`config.mk`:
```
export PLATFORM = sky130hd
export DESIGN_NAME = morse_char_sequencer
export DESIGN_NICKNAME = d
export VERILOG_FILES = /design/src/rtl/morse_pkg.sv /design/src/rtl/morse_codebook.sv /design/src/rtl/morse_char_sequencer.sv
export SDC_FILE = /design/constraint.sdc
export NUM_CORES = 1
export LEC_CHECK = 0
export CAP_MARGIN = 20
export CORE_UTILIZATION = 25
export CTS_CLUSTER_DIAMETER = 120
export DETAILED_ROUTE_END_ITERATION = 6
export GPL_ROUTABILITY_DRIVEN = 0
export PLACE_DENSITY = 0.5
export REMOVE_ABC_BUFFERS = 1
export SLEW_MARGIN = 5
export SYNTH_ARGS = -nofsm -noshare
export SYNTH_HDL_FRONTEND = slang
export SYNTH_SLANG_ARGS = --single-unit
```
`constraint.sdc`:
```
create_clock -name iCLK -period 3.3 [get_ports iCLK]
set_clock_uncertainty 0.05 [all_clocks]
set_input_delay 0.66 -clock iCLK [delete_from_list [all_inputs] [get_ports iCLK]]
set_output_delay 0.66 -clock iCLK [all_outputs]
set_load 0.02 [all_outputs]
```
`src/rtl/morse_pkg.sv`:
```
// Shared types and timing constants for the Morse keyer: FSM states, codebook entry
// layout, and gap/mark lengths in Morse units.
package morse_pkg;

  typedef enum logic [2:0] {
    S_IDLE,
    S_MARK,
    S_ELEM_GAP,
    S_CHAR_GAP,
    S_WORD_GAP
  } state_t;

  typedef struct packed {
    logic [2:0] len;
    logic [4:0] pat;
  } code_t;

  localparam logic [2:0] U_ELEM       = 3'd1;
  localparam logic [2:0] U_CHAR       = 3'd3;
  localparam logic [2:0] U_WORD_EXTRA = 3'd4;
  localparam logic [2:0] U_DOT        = 3'd1;
  localparam logic [2:0] U_DASH       = 3'd3;

  // Element idx of a code; element 0 is the MSB of the len-bit pattern.
  function automatic logic elem_bit(input code_t c, input logic [2:0] idx);
    logic [7:0] p;
    logic [2:0] sel;
    p   = {3'b000, c.pat};
    sel = c.len - 3'd1 - idx;
    return p[sel];
  endfunction

  function automatic logic [2:0] mark_units(input logic dash);
    return dash ? U_DASH : U_DOT;
  endfunction

endpackage

```
`src/rtl/morse_codebook.sv`:
```
// Combinational ASCII -> Morse lookup. Lowercase folds to uppercase; space is flagged
// separately; anything else reports neither valid nor space.
module morse_codebook
  import morse_pkg::*;
(
  input  logic [7:0] i_char,
  output logic       o_valid,
  output logic       o_space,
  output code_t      o_code
);

  logic [7:0] w_up;
  assign w_up = (i_char >= 8'h61 && i_char <= 8'h7A) ? i_char - 8'd32 : i_char;

  always_comb begin
    o_valid = 1'b1;
    o_space = 1'b0;
    o_code  = '0;
    case (w_up)
      "A": o_code = {3'd2, 5'b00001};
      "B": o_code = {3'd4, 5'b01000};
      "C": o_code = {3'd4, 5'b01010};
      "D": o_code = {3'd3, 5'b00100};
      "E": o_code = {3'd1, 5'b00000};
      "F": o_code = {3'd4, 5'b00010};
      "G": o_code = {3'd3, 5'b00110};
      "H": o_code = {3'd4, 5'b00000};
      "I": o_code = {3'd2, 5'b00000};
      "J": o_code = {3'd4, 5'b00111};
      "K": o_code = {3'd3, 5'b00101};
      "L": o_code = {3'd4, 5'b00100};
      "M": o_code = {3'd2, 5'b00011};
      "N": o_code = {3'd2, 5'b00010};
      "O": o_code = {3'd3, 5'b00111};
      "P": o_code = {3'd4, 5'b00110};
      "Q": o_code = {3'd4, 5'b01101};
      "R": o_code = {3'd3, 5'b00010};
      "S": o_code = {3'd3, 5'b00000};
      "T": o_code = {3'd1, 5'b00001};
      "U": o_code = {3'd3, 5'b00001};
      "V": o_code = {3'd4, 5'b00001};
      "W": o_code = {3'd3, 5'b00011};
      "X": o_code = {3'd4, 5'b01001};
      "Y": o_code = {3'd4, 5'b01011};
      "Z": o_code = {3'd4, 5'b01100};
      "0": o_code = {3'd5, 5'b11111};
      "1": o_code = {3'd5, 5'b01111};
      "2": o_code = {3'd5, 5'b00111};
      "3": o_code = {3'd5, 5'b00011};
      "4": o_code = {3'd5, 5'b00001};
      "5": o_code = {3'd5, 5'b00000};
      "6": o_code = {3'd5, 5'b10000};
      "7": o_code = {3'd5, 5'b11000};
      "8": o_code = {3'd5, 5'b11100};
      "9": o_code = {3'd5, 5'b11110};
      " ": begin
        o_valid = 1'b0;
        o_space = 1'b1;
      end
      default: o_valid = 1'b0;
    endcase
  end

endmodule

```
`src/rtl/morse_char_sequencer.sv`:
```
// Character-level Morse keyer: accepts ASCII over valid/ready, times marks and gaps in
// units of UNIT_DIV clocks, and gates a free-running tone onto the speaker output.
module morse_char_sequencer
  import morse_pkg::*;
#(
  parameter int UNIT_DIV = 12500000,
  parameter int TONE_BIT = 17
) (
  input  logic       iCLK,
  input  logic       iRST_N,
  input  logic [7:0] iCHAR,
  input  logic       iVALID,
  output logic       oREADY,
  output logic       oKEY,
  output logic       oSOUND,
  output logic       oBUSY
);

  localparam int PW = $clog2(UNIT_DIV);

  state_t          r_state;
  logic [PW-1:0]   r_pre;
  logic [2:0]      r_units;
  logic [2:0]      r_idx;
  code_t           r_code;
  logic            r_key;
  logic [TONE_BIT:0] r_tone;

  logic  w_valid, w_space, w_xfer, w_tick, w_unit_done, w_last;
  code_t w_code;

  morse_codebook u_codebook (
    .i_char (iCHAR),
    .o_valid(w_valid),
    .o_space(w_space),
    .o_code (w_code)
  );

  assign oREADY      = (r_state == S_IDLE);
  assign oBUSY       = (r_state != S_IDLE);
  assign oKEY        = r_key;
  assign oSOUND      = r_key & r_tone[TONE_BIT];
  assign w_xfer      = iVALID && oREADY;
  assign w_tick      = (r_pre == PW'(UNIT_DIV - 1));
  assign w_unit_done = w_tick && (r_units == 3'd1);
  assign w_last      = (r_idx == r_code.len - 3'd1);

  always_ff @(posedge iCLK) begin
    if (!iRST_N) begin
      r_state <= S_IDLE;
      r_pre   <= '0;
      r_units <= '0;
      r_idx   <= '0;
      r_code  <= '0;
      r_key   <= 1'b0;
      r_tone  <= '0;
    end else begin
      r_tone <= r_tone + 1'b1;
      // Prescaler wraps on the unit tick, so every state exit leaves it at zero.
      if (r_state != S_IDLE) begin
        r_pre <= w_tick ? '0 : r_pre + 1'b1;
        if (w_tick && !w_unit_done) r_units <= r_units - 3'd1;
      end
      case (r_state)
        S_IDLE: if (w_xfer) begin
          r_pre <= '0;
          if (w_valid) begin
            r_state <= S_MARK;
            r_key   <= 1'b1;
            r_code  <= w_code;
            r_idx   <= '0;
            r_units <= mark_units(elem_bit(w_code, 3'd0));
          end else if (w_space) begin
            r_state <= S_WORD_GAP;
            r_units <= U_WORD_EXTRA;
          end
        end
        S_MARK: if (w_unit_done) begin
          r_key <= 1'b0;
          if (w_last) begin
            r_state <= S_CHAR_GAP;
            r_units <= U_CHAR;
          end else begin
            r_state <= S_ELEM_GAP;
            r_units <= U_ELEM;
            r_idx   <= r_idx + 3'd1;
          end
        end
        S_ELEM_GAP: if (w_unit_done) begin
          r_state <= S_MARK;
          r_key   <= 1'b1;
          r_units <= mark_units(elem_bit(r_code, r_idx));
        end
        S_CHAR_GAP, S_WORD_GAP: if (w_unit_done) r_state <= S_IDLE;
        default: r_state <= S_IDLE;
      endcase
    end
  end

endmodule

```
Yosys cells after proc, flatten, opt, wreduce, memory -nomap -nowiden
Index checks and enable logic that the tools add are counted.
{"block": "word_totals", "ff_bits": 60, "input_bits": 11, "out_inout_bits": 4, "elab_cells": 128}
{"block": "classes", "n_addsub": 8, "n_lt_le_gt_ge": 4, "n_eq_ne": 51, "n_mux": 41, "bitwise": 1, "n_reduce_logical": 15}
{"op": "$pmux 8 s36", "count": 1}
{"op": "$eq 8x7->1 const B", "count": 26}
{"op": "$mux 24", "count": 4}
{"op": "$eq 8x6->1 const B", "count": 11}
{"op": "$mux 3", "count": 17}
{"op": "$reduce_or 36->1", "count": 1}
{"op": "$add 24x1->24 const B", "count": 1}
{"op": "$eq 24x24->1 const B", "count": 1}
{"op": "$add 18x1->18 const B", "count": 1}
{"op": "$reduce_and 5->1", "count": 3}
{"op": "$pmux 3 s4", "count": 1}
{"op": "$mux 1", "count": 9}
{"op": "$pmux 3 s3", "count": 1}
{"op": "$sub 3x1->3 const B", "count": 3}
{"op": "$ge 8x7->1 const B", "count": 1}
{"op": "$le 8x7->1 const B", "count": 1}
{"op": "$lt 3x4->1 const B", "count": 2}
{"op": "$mux 8", "count": 1}
{"op": "$ne 2x2->1 const B", "count": 4}
{"op": "$sub 8x6->8 const B", "count": 1}
{"op": "$bmux 1 s3", "count": 2}
{"op": "$eq 3x1->1 const B", "count": 2}
{"op": "$eq 3x2->1 const B", "count": 2}
{"op": "$mux 2", "count": 3}
{"op": "16 further kinds", "count": 21}

Logic depth before layout (Yosys ltp)
{"block": "depth", "ltp_word": 12, "depth_mapped": 12, "ltp_nobuf": 11}

By module
A second synthesis with hierarchy kept.
{"block": "hier_totals", "hier_cells": 498, "hier_area_um2": 3878.7}
{"module": "morse_char_sequencer", "instances": 1, "cells_each": 389, "area_each_um2": 3220.6, "seq_area_each_um2": 1201.2}
{"module": "morse_codebook", "instances": 1, "cells_each": 109, "area_each_um2": 658.1, "seq_area_each_um2": 0.0}

Least setup slack after synthesis
OpenSTA, ideal clock, no wires.
{"block": "synth_timing", "kind": "input-to-reg", "from": "in iCHAR[6]", "to": "reg r_units[1]", "setup_time_ns": 0.068, "t_arrival_ns": 3.093, "required_ns": 3.182, "path_slack_ns": 0.090, "stages": 12, "n_path_buf": 1, "cell_sequence": "buf_2 inv_1 ha_1 nor4b_4 o221ai_4 a221oi_1 a21o_1 inv_1 ha_1 mux4_2 mux2_4 o2bb2ai_2"}
{"block": "synth_via", "elab_chain_len": 12, "elab_cells_between_ends": 54, "classes_between": "add/sub (2); order compare (2); eq/ne (37); mux (11); reduce/logical (2)"}
{"element": "start: declaration", "line_no": "morse_char_sequencer.sv:11", "rtl": "input logic [7:0] iCHAR,"}
{"element": "$ge 8x7->1 or $le 8x7->1 (tied branches)", "line_no": "morse_codebook.sv:13", "rtl": "assign w_up = (i_char >= 8'h61 && i_char <= 8'h7A) ? i_char - 8'd32 : i_char;"}
{"element": "$logic_and 1x1->1", "line_no": "morse_codebook.sv:13"}
{"element": "$mux 8 (*)", "line_no": "morse_codebook.sv:13"}
{"element": "$eq 8x6->1 or $eq 8x7->1 (tied branches)", "line_no": "morse_codebook.sv:19", "rtl": "case (w_up)"}
{"element": "$pmux 8 s36", "line_no": "morse_codebook.sv:19"}
{"element": "$sub 3x1->3", "line_no": "morse_pkg.sv:29", "rtl": "sel = c.len - 3'd1 - idx;"}
{"element": "$bmux 1 s3", "line_no": "morse_pkg.sv:30", "rtl": "return p[sel];"}
{"element": "$mux 1 (not written as such)", "line_no": "morse_pkg.sv:30"}
{"element": "$mux 2", "line_no": "morse_pkg.sv:34", "rtl": "return dash ? U_DASH : U_DOT;"}
{"element": "$mux 3 (*)", "line_no": "morse_char_sequencer.sv:67", "rtl": "if (w_valid) begin"}
{"element": "$mux 3 (*)", "line_no": "morse_char_sequencer.sv:65", "rtl": "S_IDLE: if (w_xfer) begin"}
{"element": "$pmux 3 s3 (*)", "line_no": "morse_char_sequencer.sv:64", "rtl": "case (r_state)"}
{"element": "end signal: assignment", "line_no": "morse_char_sequencer.sv:62", "rtl": "if (w_tick && !w_unit_done) r_units <= r_units - 3'd1;"}
{"element": "end signal: assignment", "line_no": "morse_char_sequencer.sv:72", "rtl": "r_units <= mark_units(elem_bit(w_code, 3'd0));"}
{"element": "end signal: assignment", "line_no": "morse_char_sequencer.sv:92", "rtl": "r_units <= mark_units(elem_bit(r_code, r_idx));"}
{"element": "end: declaration", "line_no": "morse_char_sequencer.sv:23", "rtl": "logic [2:0] r_units;"}
Every way passes the cells marked *; elsewhere a longest branch is shown, timed or not. The select of a mux whose other input is x is not followed.
A chain may end at the register's enable or synchronous reset.

Final worst setup path
{"block": "layout_timing", "from": "in iCHAR[1]", "to": "reg r_units[1]"}
Same word-level chain as after synthesis.

==> flow_summary_export.csv <==
group,metric,value,unit
logic_synthesis,synth_cell_type_count,77,
clock_network,ctsRootBufferMaster,"clkbuf_16",
power,swShare,25.42,%
timing,timing.final.hold_violations,0,
floorplanning,io_pins,15,
power,leakage,0.001863,µW
clock_network,cts_tree,"yes",
logic_synthesis,synth_mux_area_share,2.704,%
logic_synthesis,synth-adder-area-share,3.767,%
critical_path,path_max_fanout,15,
timing,rsz0062_at_grt,"false",
finish,n_antenna_cell,0,
timing,period_share,96.20,%
critical_path,worstPathRequired,3520,ps
logic_synthesis,postSynthCellCount,525,
finish,layout.nets,593,
min_path,hp-class,"reg2reg",
timing,max_slew_margin,55.19,%
clock_network,cts_buffer_depth,2,
drt,vias,4017,
drt,drt-initial-drc-count,239,
finish,mostFrequentLayoutCells,"dfxtp_1, buf_4, nor2_1, nand2_1, o21ai_0",
clock_network,insertion_delay,330,ps
drt,wl_per_cell,13.71,µm
power,p_per_area,397.1,nW/µm²
critical_path,critPathCaptureType,"register",
critical_path,regToRegStartpoint,"r_code[5]",
critical_path,crit_path_end,"r_units[1]",
timing,tightest_slew,666.0,ps
timing,timing.setup.tns,0,ps
floorplanning,die_h,130.4,µm
floorplanning,start_util,25.74,%
floorplanning,die-area,16990,µm²
logic_synthesis,yosysTopAreaCell,"dfxtp_1",
timing,whs,395.6,ps
logic_synthesis,yosysTopAreaCellShare,29.16,%
drt,final_antenna_net_count,0,
floorplanning,fp.dieW,130.4,µm
finish,area_growth_syn_to_layout,25.94,%
global_route,track_usage,13.51,%
power,p_sw,523.6,µW
power,clkPwrFrac,49.2,%
critical_path,r2r_setup_slack,330,ps
logic_synthesis,synthFlopType,"dfxtp_1",
global_route,overflow,0,
power,comb_power_share,14.7,%
critical_path,start_kind,"primary input",
logic_synthesis,post_synth.cell_area_avg,7.846,µm²
drt,viasPerCell,5.072,
timing,maxSlewViolCount,0,
finish,fillers,1727,
logic_synthesis,yosysSeqAreaShare,29.16,%
global_route,grt_pass1_wl,18200,µm
clock_network,clk_pin_slew,60,ps
clock_network,cts_sinks,60,
timing,finalSetupViolCount,0,
floorplanning,rows,46,
clock_network,cts-htree-levels,3,
logic_synthesis,synth-seq-cells,60,
flow_run,cap_violations,0,
logic_synthesis,ys_warn_count,0,
power,irDropWorstVdd,0.0002106,V
critical_path,cp-startpoint,"iCHAR[1]",
critical_path,path_class,"in2reg",
logic_synthesis,synth_edf_count,0,
drt,drc,0,
logic_synthesis,async_flop_share,0,%
global_route,grt_max_degree,28,
global_route,grt_pass1_vias,3712,
place,dp_hpwl,7954,µm
finish,final_common_cell,"dfxtp_1",
global_route,antenna_found_initial,0,
logic_synthesis,syn_area,4119,µm²
timing,period_minus_slack,3175,ps
finish,final_layout_size_suffix_gt1_share,17.88,%
logic_synthesis,synth_xor_area_share,4.374,%
power,power.internal,1537,µW
floorplanning,core,16000,µm²
critical_path,rr_endpoint,"r_units[1]",
drt,first_pass_iters,4,
status,status,"finished, final reports clean",
power,sequentialPowerShare,36.2,%
logic_synthesis,synth_compound_area_share,25.49,%
logic_synthesis,synthSimpleGateAreaFrac,28.22,%
place,portBuffers,14,
logic_synthesis,synth_area_leaders,"dfxtp_1, nor2_1, o21ai_0",
clock_network,cts_buffers,9,
drt,wl,10860,µm
critical_path,worstPathArrival,3390,ps
critical_path,ff2ff_path_depth,10,
logic_synthesis,synth_top_family_by_area,"simple AND/OR/NAND/NOR gates",
timing,max_freq,0.3150,GHz
==> cells in the mapped netlist (all sizes together) (9+ instances only) <==
cell,n
a211oi,10
a21oi,35
a311oi,12
and3,12
buf,15
clkbuf,25
dfxtp,60
ha,10
inv,21
nand2,42
nand3,20
nor2,57
nor3,9
o21ai,40
xor2,12
==> cells by family (layout without fill, tap and decap cells) <==
group	after synthesis	in the layout
adder cells (fa/ha/maj)	12	12
AND/OR/NAND/NOR	211	211
multiplexers	8	8
XOR/XNOR	19	19
AO/OA/AOI/OAI	154	154
flip-flops	60	60
buffers and inverters	61	112
==> per-stage QoR <==
| step | worst slack, ps | power [µW] | instance area, µm² | std cells | util [%] |
|---|---|---|---|---|---|
| after floorplan | 230.1 | 907.0 | 3939 | 485 | - |
| after global placement | -244.4 | 1052 | 4825 | 775 | 30.15 |
| after detailed placement | -324.8 | 1057 | 4825 | 775 | 30.15 |
| after CTS | 17.38 | 2084 | 5149 | 791 | 32.18 |
| after global routing | 9.295 | 2162 | 5187 | 792 | 32.42 |
| final | 125.3 | 2060 | 5187 | 792 | 32.42 |
==> sequential cells by signal, summed over array words and instances, names as in the netlist <==
register and cells:
r_code 8, r_tone 18, r_idx 3, r_state 3
r_units 3, r_pre 24, oKEY 1
==> worst min path at each step <==
stage                endpoint      start  slack, ps  cells after the start
finish              r_tone[0]  r_tone[0]        400                      1
global route        r_tone[0]  r_tone[0]        410                      1
CTS                 r_tone[0]  r_tone[0]        400                      1
detailed placement  r_tone[0]  r_tone[0]        390                      1
global placement    r_tone[0]  r_tone[0]        370                      1
floorplan           r_tone[0]  r_tone[0]        360                      1
==> what timing repair did <==
action                     4_1_cts  5_1_grt
buffers inserted                 0        1
gates resized for setup          0        3
setup endpoints to repair        0        2
hold buffers                     0        0
==> layout make-up <==
class / instances / area (µm²) / area share (%)
clock buffers: 9 / 225.2 / 4.342
clock inverters: 7 / 98.84 / 1.905
inverters: 21 / 78.83 / 1.520
multi-input cells: 404 / 2690 / 51.86
flip-flops and latches: 60 / 1201 / 23.15
well taps: 216 / 270.3 / 5.210
repair buffers: 75 / 623.1 / 12.01
==> worst max-delay path, stage by stage <==
cell and delay (ps):
clkdlybuf4s50_1 480, buf_4 210, buf_4 220, nor2b_1 300, nand2_1 100, a21oi_1 190, o21ai_0 240, ha_4 340
mux4_2 270, mux2_4 270, o2bb2ai_2 100
==> layer usage <==
metal | wire (µm) | up-vias | part of all wire [%] | track usage (%)
li1 | - | 2035 | - | -
met1 | 5243 | 1896 | 48 | 17.95
met2 | 5111 | 74 | 47 | 22.18
met3 | 372 | 12 | 3.4 | 2.501
met4 | 129 | 0 | 1.2 | 3.989
met5 | 0 | - | 0 | 0
==> power by group through the flow <==
stage	sequential, µW	combinational [µW]	clock (µW)
finish	745	302	1010
global route	747	334	1080
CTS	745	297	1040
detailed placement	761	296	0
global placement	760	292	0
floorplan	761	146	0
(Power assumes the default switching activity.)
